<file path="config.mk">
export PLATFORM = sky130hd
export DESIGN_NAME = video_timing_gen
export DESIGN_NICKNAME = d
export VERILOG_FILES = /design/src/rtl/video_timing_pkg.sv /design/src/rtl/video_timing_gen_sync_window.sv /design/src/rtl/video_timing_gen.sv
export SDC_FILE = /design/constraint.sdc
export NUM_CORES = 1
export LEC_CHECK = 0
export ABC_AREA = 1
export CAP_MARGIN = 15
export CORE_UTILIZATION = 50
export CTS_BUF_LIST = sky130_fd_sc_hd__clkbuf_4
export CTS_CLUSTER_SIZE = 12
export DETAILED_ROUTE_END_ITERATION = 12
export PLACE_DENSITY = 0.71
export SLEW_MARGIN = 20
export SYNTH_ARGS = -nofsm -noshare
export SYNTH_HDL_FRONTEND = slang
export SYNTH_SLANG_ARGS = --single-unit
</file>
<file path="constraint.sdc">
create_clock -name clk -period 6.5 [get_ports clk]
set_clock_uncertainty 0.05 [all_clocks]
set_input_delay 1.95 -clock clk [delete_from_list [all_inputs] [get_ports clk]]
set_output_delay 1.95 -clock clk [all_outputs]
set_load 0.005 [all_outputs]
</file>
<file path="src/rtl/video_timing_pkg.sv">
// Shared types and presets for the raster timing generator.
//   timing_t      : one raster mode (all fields are counts/positions in pixels or lines)
//   MODE_6M/4M    : arcade presets
//   DEFAULT_MODES : preset table, index 0 = MODE_6M, index 1 = MODE_4M
//   wrap_add      : add a small signed offset to a position and wrap it into [0, total)
package video_timing_pkg;

  localparam int TW = 16;

  typedef struct packed {
    logic [TW-1:0] h_total;
    logic [TW-1:0] h_bl_start;
    logic [TW-1:0] hs_start;
    logic [TW-1:0] hs_end;
    logic [TW-1:0] v_total;
    logic [TW-1:0] vbl_start;
    logic [TW-1:0] vbl_end;
    logic [TW-1:0] vs_start;
    logic [TW-1:0] vs_end;
  } timing_t;

  localparam timing_t MODE_6M = '{16'd384, 16'd256, 16'd288, 16'd320,
                                  16'd262, 16'd240, 16'd16, 16'd244, 16'd247};
  localparam timing_t MODE_4M = '{16'd264, 16'd256, 16'd256, 16'd258,
                                  16'd256, 16'd224, 16'd0, 16'd232, 16'd236};

  localparam timing_t [0:1] DEFAULT_MODES = '{MODE_6M, MODE_4M};

  // Offsets are at most 8 and every total is larger, so one correction step suffices.
  function automatic logic [TW-1:0] wrap_add(input logic [TW-1:0] value,
                                             input logic signed [3:0] offset,
                                             input logic [TW-1:0] total);
    logic signed [TW:0] sum;
    logic signed [TW:0] tot;
    tot = $signed({1'b0, total});
    sum = $signed({1'b0, value}) + (TW+1)'(offset);
    if (sum < 0) sum = sum + tot;
    else if (sum >= tot) sum = sum - tot;
    return sum[TW-1:0];
  endfunction

endpackage

</file>
<file path="src/rtl/video_timing_gen_sync_window.sv">
// sync_window: registered sync level for one raster axis.
//   clk, reset_n : clock, async active-low reset
//   step         : pixel-clock enable; sync only updates when high
//   en           : extra update gate (tied high for horizontal, hsync leading edge for vertical)
//   cnt          : next count on this axis
//   start, stop  : nominal window [start, stop) from the mode table
//   off          : signed shift applied to both bounds
//   total        : axis length used for wrapping
//   sync         : registered in-window flag
module sync_window
  import video_timing_pkg::*;
#(
  parameter int W = 9
) (
  input  logic                 clk,
  input  logic                 reset_n,
  input  logic                 step,
  input  logic                 en,
  input  logic [W-1:0]         cnt,
  input  logic [TW-1:0]        start,
  input  logic [TW-1:0]        stop,
  input  logic signed [3:0]    off,
  input  logic [TW-1:0]        total,
  output logic                 sync
);

  logic [W-1:0] s_eff;
  logic [W-1:0] e_eff;
  logic         in_win;

  // When the shifted start lands after the shifted end, the window straddles the wrap.
  always_comb begin
    s_eff = W'(wrap_add(start, off, total));
    e_eff = W'(wrap_add(stop, off, total));
    if (s_eff <= e_eff) in_win = (cnt >= s_eff) && (cnt < e_eff);
    else                in_win = (cnt >= s_eff) || (cnt < e_eff);
  end

  always_ff @(posedge clk or negedge reset_n) begin
    if (!reset_n) sync <= 1'b0;
    else if (step && en) sync <= in_win;
  end

endmodule

</file>
<file path="src/rtl/video_timing_gen.sv">
// video_timing_gen: multi-mode raster timing generator.
//   clk, reset_n         : system clock, async active-low reset
//   clk_pix              : pixel enable; counters advance only when high
//   mode_sel             : requested mode, taken at the frame boundary
//   hs_offset, vs_offset : signed sync shifts, taken at the frame boundary
//   hc, vc               : pixel / line counters
//   hbl, vbl, de         : blanking and display enable
//   hsync, vsync         : active-high sync
//   line_start, frame_start, vbl_irq : single-clk strobes
//   mode_active          : mode currently in force
// All levels are registered from next-count values so they line up with hc/vc.
module video_timing_gen
  import video_timing_pkg::*;
#(
  parameter int                      W            = 9,
  parameter int                      NUM_MODES    = 2,
  parameter timing_t [0:NUM_MODES-1] MODES        = DEFAULT_MODES,
  parameter int                      MODE_DEFAULT = 0,
  localparam int                     MW           = (NUM_MODES > 1) ? $clog2(NUM_MODES) : 1
) (
  input  logic                 clk,
  input  logic                 reset_n,
  input  logic                 clk_pix,
  input  logic [MW-1:0]        mode_sel,
  input  logic signed [3:0]    hs_offset,
  input  logic signed [3:0]    vs_offset,
  output logic [W-1:0]         hc,
  output logic [W-1:0]         vc,
  output logic                 hbl,
  output logic                 vbl,
  output logic                 hsync,
  output logic                 vsync,
  output logic                 de,
  output logic                 line_start,
  output logic                 frame_start,
  output logic                 vbl_irq,
  output logic [MW-1:0]        mode_active
);

  logic signed [3:0] hs_off, vs_off;
  logic signed [3:0] hs_off_nxt, vs_off_nxt;
  logic [MW-1:0]     mode_nxt;
  logic              last_h, frame_end;
  logic [W-1:0]      hc_nxt, vc_nxt;
  logic              hbl_nxt, vbl_nxt;
  logic [W-1:0]      hs_eff;

  // At the frame boundary the next position is 0,0 and must already be judged
  // against the newly selected table and offsets.
  always_comb begin
    last_h    = (hc == W'(MODES[mode_active].h_total) - W'(1));
    frame_end = last_h && (vc == W'(MODES[mode_active].v_total) - W'(1));
    hc_nxt    = last_h ? '0 : hc + W'(1);
    vc_nxt    = vc;
    if (last_h) vc_nxt = frame_end ? '0 : vc + W'(1);

    mode_nxt   = mode_active;
    hs_off_nxt = hs_off;
    vs_off_nxt = vs_off;
    if (frame_end) begin
      if (int'(mode_sel) < NUM_MODES) mode_nxt = mode_sel;
      hs_off_nxt = hs_offset;
      vs_off_nxt = vs_offset;
    end

    hbl_nxt = (hc_nxt >= W'(MODES[mode_nxt].h_bl_start));
    vbl_nxt = (vc_nxt >= W'(MODES[mode_nxt].vbl_start)) ||
              (vc_nxt <  W'(MODES[mode_nxt].vbl_end));
  end

  assign hs_eff = W'(wrap_add(MODES[mode_nxt].hs_start, hs_off_nxt, MODES[mode_nxt].h_total));

  sync_window #(.W(W)) u_hwin (
    .clk     (clk),
    .reset_n (reset_n),
    .step    (clk_pix),
    .en      (1'b1),
    .cnt     (hc_nxt),
    .start   (MODES[mode_nxt].hs_start),
    .stop    (MODES[mode_nxt].hs_end),
    .off     (hs_off_nxt),
    .total   (MODES[mode_nxt].h_total),
    .sync    (hsync)
  );

  // vsync only moves on the hsync leading edge.
  sync_window #(.W(W)) u_vwin (
    .clk     (clk),
    .reset_n (reset_n),
    .step    (clk_pix),
    .en      (hc_nxt == hs_eff),
    .cnt     (vc_nxt),
    .start   (MODES[mode_nxt].vs_start),
    .stop    (MODES[mode_nxt].vs_end),
    .off     (vs_off_nxt),
    .total   (MODES[mode_nxt].v_total),
    .sync    (vsync)
  );

  always_ff @(posedge clk or negedge reset_n) begin
    if (!reset_n) begin
      hc          <= '0;
      vc          <= '0;
      hbl         <= 1'b0;
      vbl         <= 1'b0;
      de          <= 1'b0;
      line_start  <= 1'b0;
      frame_start <= 1'b0;
      vbl_irq     <= 1'b0;
      mode_active <= MW'(MODE_DEFAULT);
      hs_off      <= '0;
      vs_off      <= '0;
    end else begin
      line_start  <= 1'b0;
      frame_start <= 1'b0;
      vbl_irq     <= 1'b0;
      if (clk_pix) begin
        hc          <= hc_nxt;
        vc          <= vc_nxt;
        mode_active <= mode_nxt;
        hs_off      <= hs_off_nxt;
        vs_off      <= vs_off_nxt;
        hbl         <= hbl_nxt;
        vbl         <= vbl_nxt;
        de          <= ~hbl_nxt & ~vbl_nxt;
        line_start  <= last_h;
        frame_start <= frame_end;
        vbl_irq     <= vbl_nxt & ~vbl;
      end
    end
  end

endmodule

</file>
# After elaboration in Yosys (flattened, before gate mapping)
# Cells that the tools add are included.
# classes
add_sub_neg	16
order_cmp	19
eq_ne	3
mux	25
bitwise_logic	7
n_reduce_logical	7
# op_table
cell	n
2-to-1 mux 144 bit	2
2-to-1 mux 137 bit	2
2-to-1 mux 136 bit	2
2-to-1 mux 9 bit	11
adder 17 x 4 -> 17 bit	4
>= comparator 17 bit	4
less-than comparator 17 x 1 -> 1 bit, second input constant	4
adder 9 bit	4
>= comparator 9 bit	4
subtractor 9 bit	4
equality test 9 bit	3
less-than comparator 9 bit	3
adder 9 x 1 -> 9 bit, second input constant	2
less-or-equal comparator 9 bit	2
subtractor 9 x 1 -> 9 bit, second input constant	2
2-to-1 mux 4 bit	2
2-to-1 mux 1 bit	6
>= comparator 2 bit, second input constant	2
logical AND 1 bit	4
inverter 1 -> 2 bit	2
logical OR 1 bit	3
inverter 1 bit	3
AND 1 bit	2
# word_totals
regBits	35
input_bits	12
out_inout_bits	27

# Logic depth before layout (Yosys ltp)
# logic_depth
ltp_word	19
ltp_mapped	34
depth_no_buf	33

# Hierarchy
# From an unflattened synthesis, not the netlist that was laid out.
# hier_totals
hier_cells	1708
hier_area_um2	11030.6
# modules_own_cells
mod	n_inst	cells_per_inst	area_each_um2
sync_window at u_hwin	1	673	4339.2
sync_window at u_vwin	1	666	4280.4
video_timing_gen	1	369	2411.1

# Worst setup path before layout
# No wires, ideal clock.
# synth_path
kind	input port to flip-flop
start	in mode_sel
end	reg u_vwin.sync
setup_ns	0.133
arrival_time_ns	5.750
required_ns	6.317
slack_ns	0.567
cell_stages	21
path_buffers	0
cell_sequence	inv_1 -> o21ai_1 -> inv_1 -> ha_1 -> inv_1 -> fa_1 -> ha_1 -> fa_1 -> nand2_1 -> o21ai_0 -> ha_1 -> nand2_1 -> nor2_1 -> a211oi_1 -> o21ai_0 -> nand2_1 -> a21oi_1 -> o21ai_0 -> nand2_1 -> nand2_1 -> a31oi_1
# synth_via
elab_chain_len	12
# synth_lines
element	line	rtl
from (decl)	video_timing_gen.sv:24	input logic [MW-1:0] mode_sel,
2-to-1 mux 1 bit (*)	video_timing_gen.sv:60	if (frame_end) begin
net mode_nxt	video_timing_gen.sv:42	logic [MW-1:0] mode_nxt;
inverter 1 -> 2 bit (not written as such) (*)	-	
2-to-1 mux 136 bit (not written as such) (*)	video_timing_gen.sv:96	.total (MODES[mode_nxt].v_total),
2-to-1 mux 144 bit (not written as such) (*) (2 in a row)	video_timing_gen.sv:96	
adder 17 x 4 -> 17 bit	video_timing_pkg.sv:36	sum = $signed({1'b0, value}) + (TW+1)'(offset);
>= comparator 17 bit / subtractor 9 bit (equally long branches)	video_timing_pkg.sv:38	else if (sum >= tot) sum = sum - tot;
2-to-1 mux 9 bit	video_timing_pkg.sv:38	
2-to-1 mux 9 bit	video_timing_pkg.sv:37	if (sum < 0) sum = sum + tot;
>= comparator 9 bit / less-than comparator 9 bit (equally long branches)	video_timing_gen_sync_window.sv:35, video_timing_gen_sync_window.sv:36	
logical OR 1 bit / logical AND 1 bit (equally long branches)	video_timing_gen_sync_window.sv:36, video_timing_gen_sync_window.sv:35	
2-to-1 mux 1 bit	video_timing_gen_sync_window.sv:35	if (s_eff <= e_eff) in_win = (cnt >= s_eff) && (cnt < e_eff);
to (signal assigned)	video_timing_gen_sync_window.sv:41	else if (step && en) sync <= in_win;
to (decl)	video_timing_gen_sync_window.sv:24	output logic sync
# Mark *: on every way through the listed nets, which the timed path passes. The rest lies on a longest branch. The select of a mux whose other input is x is not followed.
# A chain may end at the register's enable or synchronous reset.

# Final worst setup path
# layout_path
start	in hs_offset[1]
end	reg u_hwin.sync
# layout_via
elab_chain_len	8
# layout_lines
element	line	rtl
from (decl)	video_timing_gen.sv:25	input logic signed [3:0] hs_offset,
2-to-1 mux 4 bit (*)	video_timing_gen.sv:60	
adder 17 x 4 -> 17 bit (*)	-	
>= comparator 17 bit / subtractor 9 bit (equally long branches)	-	
2-to-1 mux 9 bit	-	
2-to-1 mux 9 bit (*)	-	
net hs_eff[1]	video_timing_gen.sv:46	logic [W-1:0] hs_eff;
>= comparator 9 bit	video_timing_gen_sync_window.sv:35, video_timing_gen_sync_window.sv:36	
logical OR 1 bit / logical AND 1 bit (equally long branches)	video_timing_gen_sync_window.sv:36, video_timing_gen_sync_window.sv:35	
2-to-1 mux 1 bit (*)	video_timing_gen_sync_window.sv:35	
to (signal assigned)	video_timing_gen_sync_window.sv:41	
to (decl)	video_timing_gen_sync_window.sv:24	
# Mark *: on every way through the listed nets, which the timed path passes. The rest lies on a longest branch.

==> out/qor.yml <==
status:
  status: "finished clean"
routing:
  vias: 4000
  vias_per_cell: 5.28
  first_iter_violations: 163
  finalWirelength_mm: 10.7
  routedWlPerCell_um: 14.1
  ant_nets: 0
  first_pass_iters: 4
  drc: 0
die:
  fp.dieW_um: 95.4
  rows: 33
  io_pins: 39
  die_h_um: 95.4
  dieArea_sq_um: 9100
  coreArea_sq_um: 8340
  start_util_pct: 52.3
worst_hold_path:
  hp-class: "reg2reg"
clocking:
  clockRootBuffer: "clkbuf_4"
  cts_sinks: 35
  hold_buffers: 0
  clock_latency_ps: 360
  worst_setup_hold_path_clk_slew_ps: 130
  cts_tree: "yes"
  cts_resized: 0
  htree_levels: 2
  cts_inserted_buffers: 5
  postCtsSetupBuffers: 0
  clk_path_buf_depth: 2
timing:
  rsz0062_at_grt: "no"
  finalSetupViolations: 0
  fin_setup_tns_ps: 0
  fin_crit_sh_pct: 88.5
  final.min_clock_period_ps: 5750
  maxSlewHeadroom_pct: 36.6
  drv_slew: 0
  fmaxAchievable_mhz: 174
  hold_viol_final: 0
  worstMarginPinSlew_ps: 949
  worst_slack_ps: 749
setup_path:
  cpMostUsedCell: "ha_1"
  path_cells: "clkdlybuf4s50_1 > nor2_1 > nor2_1 > ha_1 > ha_1 > inv_1 > ha_1 > ha_1 > ha_1 > inv_1 > nor2_1 > nand3_1 > nand2_1 > nand3_4 > nand2_4 > o21ai_1 > ha_1 > inv_1 > nor3_1 > nand3_1 > a21oi_1 > nor2_1 > nand2_1 > a21oi_1"
  cp_slowest_cell: "clkdlybuf4s50_1"
  max_stage_delay_ps: 450
  critPathLaunchType: "primary input"
  cp_data_required_time_ps: 6710
  cp_data_arrival_time_ps: 5960
  crit_fanout: 7
  worstSetupEndpointType: "register"
  path_class: "in2reg"
synth:
  synth_edf_count: 0
  yosys_warnings: 0
  yosysSeqAreaShare_pct: 20.1
  synthesis.instances: 606
  ys_types: 46
  synthArstFlopShare_pct: 100
  ys_ff_latch: 35
  syn_area_sq_um: 4360
  synthFlopType: "dfrtp_1"
  syn_area_per_cell_sq_um: 7.20
global_route:
  overflow: 0
  antenna_found_initial: 0
  grt_pass1_vias: 3894
  grt_max_degree: 36
  grtUsageTotal_pct: 25.4
  grt_pass1_wl_mm: 18.0
power_and_ir_drop:
  power_density_nw_per_um2: 204
  peakVddDrop_mv: 0.115
  p_leak_nw: 2.57
  power_mw: 1.01
placement:
  portBuffers: 38
  hpwl_mm: 8.51
  gp_congestion: 0.895
  post-place-ws_ps: 385
final_layout:
  antenna_cells: 0
  drive_gt1_share_pct: 9.80
  area_delta_synth_final_pct: 13.2
  nets: 743
  final_common_cell: "nand2_1"
  mostFrequentLayoutCells: "132 x nand2_1, 76 x inv_1, 76 x ha_1"
  fin_util_pct: 59.2
run:
  maxCapViolations: 0
synthesized netlist by cell type, types with 2 or more instances:
| master | number | share of area (%) |
|---|---|---|
| a211oi_1 | 3 | 0.52 |
| a21o_1 | 4 | 0.69 |
| a21oi_1 | 32 | 3.7 |
| a31oi_1 | 2 | 0.29 |
| buf_2 | 2 | 0.23 |
| buf_6 | 3 | 0.77 |
| clkbuf_1 | 7 | 0.60 |
| clkinv_1 | 3 | 0.26 |
| conb_1 | 2 | 0.17 |
| dfrtp_1 | 35 | 20 |
| fa_1 | 3 | 1.4 |
| ha_1 | 76 | 22 |
| inv_1 | 76 | 6.5 |
| inv_2 | 10 | 0.86 |
| nand2_1 | 132 | 11 |
| nand2_2 | 7 | 1.0 |
| nand2_4 | 7 | 1.8 |
| nand3_1 | 27 | 3.1 |
| nand3_2 | 2 | 0.46 |
| nand3_4 | 3 | 1.2 |
| nand3b_1 | 2 | 0.34 |
| nand4_1 | 12 | 1.7 |
| nor2_1 | 47 | 4.0 |
| nor2_2 | 3 | 0.43 |
| nor2_4 | 4 | 1.0 |
| nor3_1 | 14 | 1.6 |
| nor3_2 | 2 | 0.46 |
| nor4_1 | 3 | 0.43 |
| o211ai_1 | 2 | 0.34 |
| o21a_1 | 3 | 0.52 |
| o21ai_0 | 34 | 3.9 |
| o21ai_1 | 8 | 0.92 |
| o21ai_2 | 2 | 0.40 |
| o22ai_1 | 3 | 0.43 |
| or2_2 | 5 | 0.72 |
| xnor2_1 | 2 | 0.40 |
| xor2_1 | 15 | 3.0 |
worst paths after layout:
kind	start	to	slack (ps)	depth (start not counted)
max reg2reg	mode_active$_DFFE_PN0P_	u_hwin.sync$_DFFE_PN0P_	1160	31
min reg2reg	vbl$_DFFE_PN0P_	vbl_irq$_DFF_PN0_	430	1
min in group asynchronous	reset_n	vc[5]$_DFFE_PN0P_	1630	1
max	hs_offset[1]	u_hwin.sync$_DFFE_PN0P_	750	24
min	vbl$_DFFE_PN0P_	vbl_irq$_DFF_PN0_	430	1
max in group asynchronous	reset_n	hs_off[0]$_DFFE_PN0P_	4220	1
power by group:
part / switching (mW) / internal (mW) / total [mW]
combinational: 0.274 / 0.233 / 0.507
sequential: 0.0682 / 0.263 / 0.332
clock: 0.0875 / 0.0810 / 0.168
per-layer routing:
metal / wire (um) / GRT usage, % / up-vias
li1: - / - / 2063
met1: 5190 / 34.2 / 1835
met2: 4920 / 43.0 / 91
met3: 455 / 3.27 / 11
met4: 108 / 5.97 / 0
met5: 0 / 0 / -
registers in the layout, summed over array words and instances (netlist names):
signal / cells
de: 1
frame_start: 1
hbl: 1
hc: 9
hs_off: 4
line_start: 1
mode_active: 1
u_hwin.sync: 1
u_vwin.sync: 1
vbl: 1
vbl_irq: 1
vc: 9
vs_off: 4
stage by stage:
| stage | instances | cell area, sq um | hold slack, ps |
|---|---|---|---|
| 2_1_floorplan | 616 | 4400 | 396 |
| 3_3_place_gp | 750 | 4860 | 387 |
| 3_5_place_dp | 750 | 4860 | 406 |
| 4_1_cts | 758 | 4940 | 425 |
| 5_1_grt | 758 | 4940 | 432 |
| 6_report | 758 | 4940 | 427 |
worst max-delay path, delay by kind of cell:
family | cells | cell delay, ps
buffers and inverters | 4 | 600
and+or+nand+nor | 11 | 1400
adders and majority gates | 6 | 1660
AOI/OAI and AO/OA | 3 | 340
area by class of cell:
| type | instances | area (sq um) |
|---|---|---|
| repair buffers | 42 | 405 |
| flip-flops and latches | 35 | 876 |
| well taps | 105 | 131 |
| clock buffers | 5 | 37.5 |
| fillers | 799 | 3400 |
| multi-input cells | 478 | 3110 |
| clock inverters | 3 | 43.8 |
| inverters | 90 | 339 |
logic make-up after synthesis:
family | Yosys count | share of synthesized area (%)
buf+inv | 103 | 9.55
simple gates | 270 | 29.7
xor+xnor | 18 | 4.04
flops | 35 | 20.1
fa+ha+maj | 79 | 23.2
other cells | 2 | 0.172
compound gates | 99 | 13.3
Power figures use the tool's default switching activity.
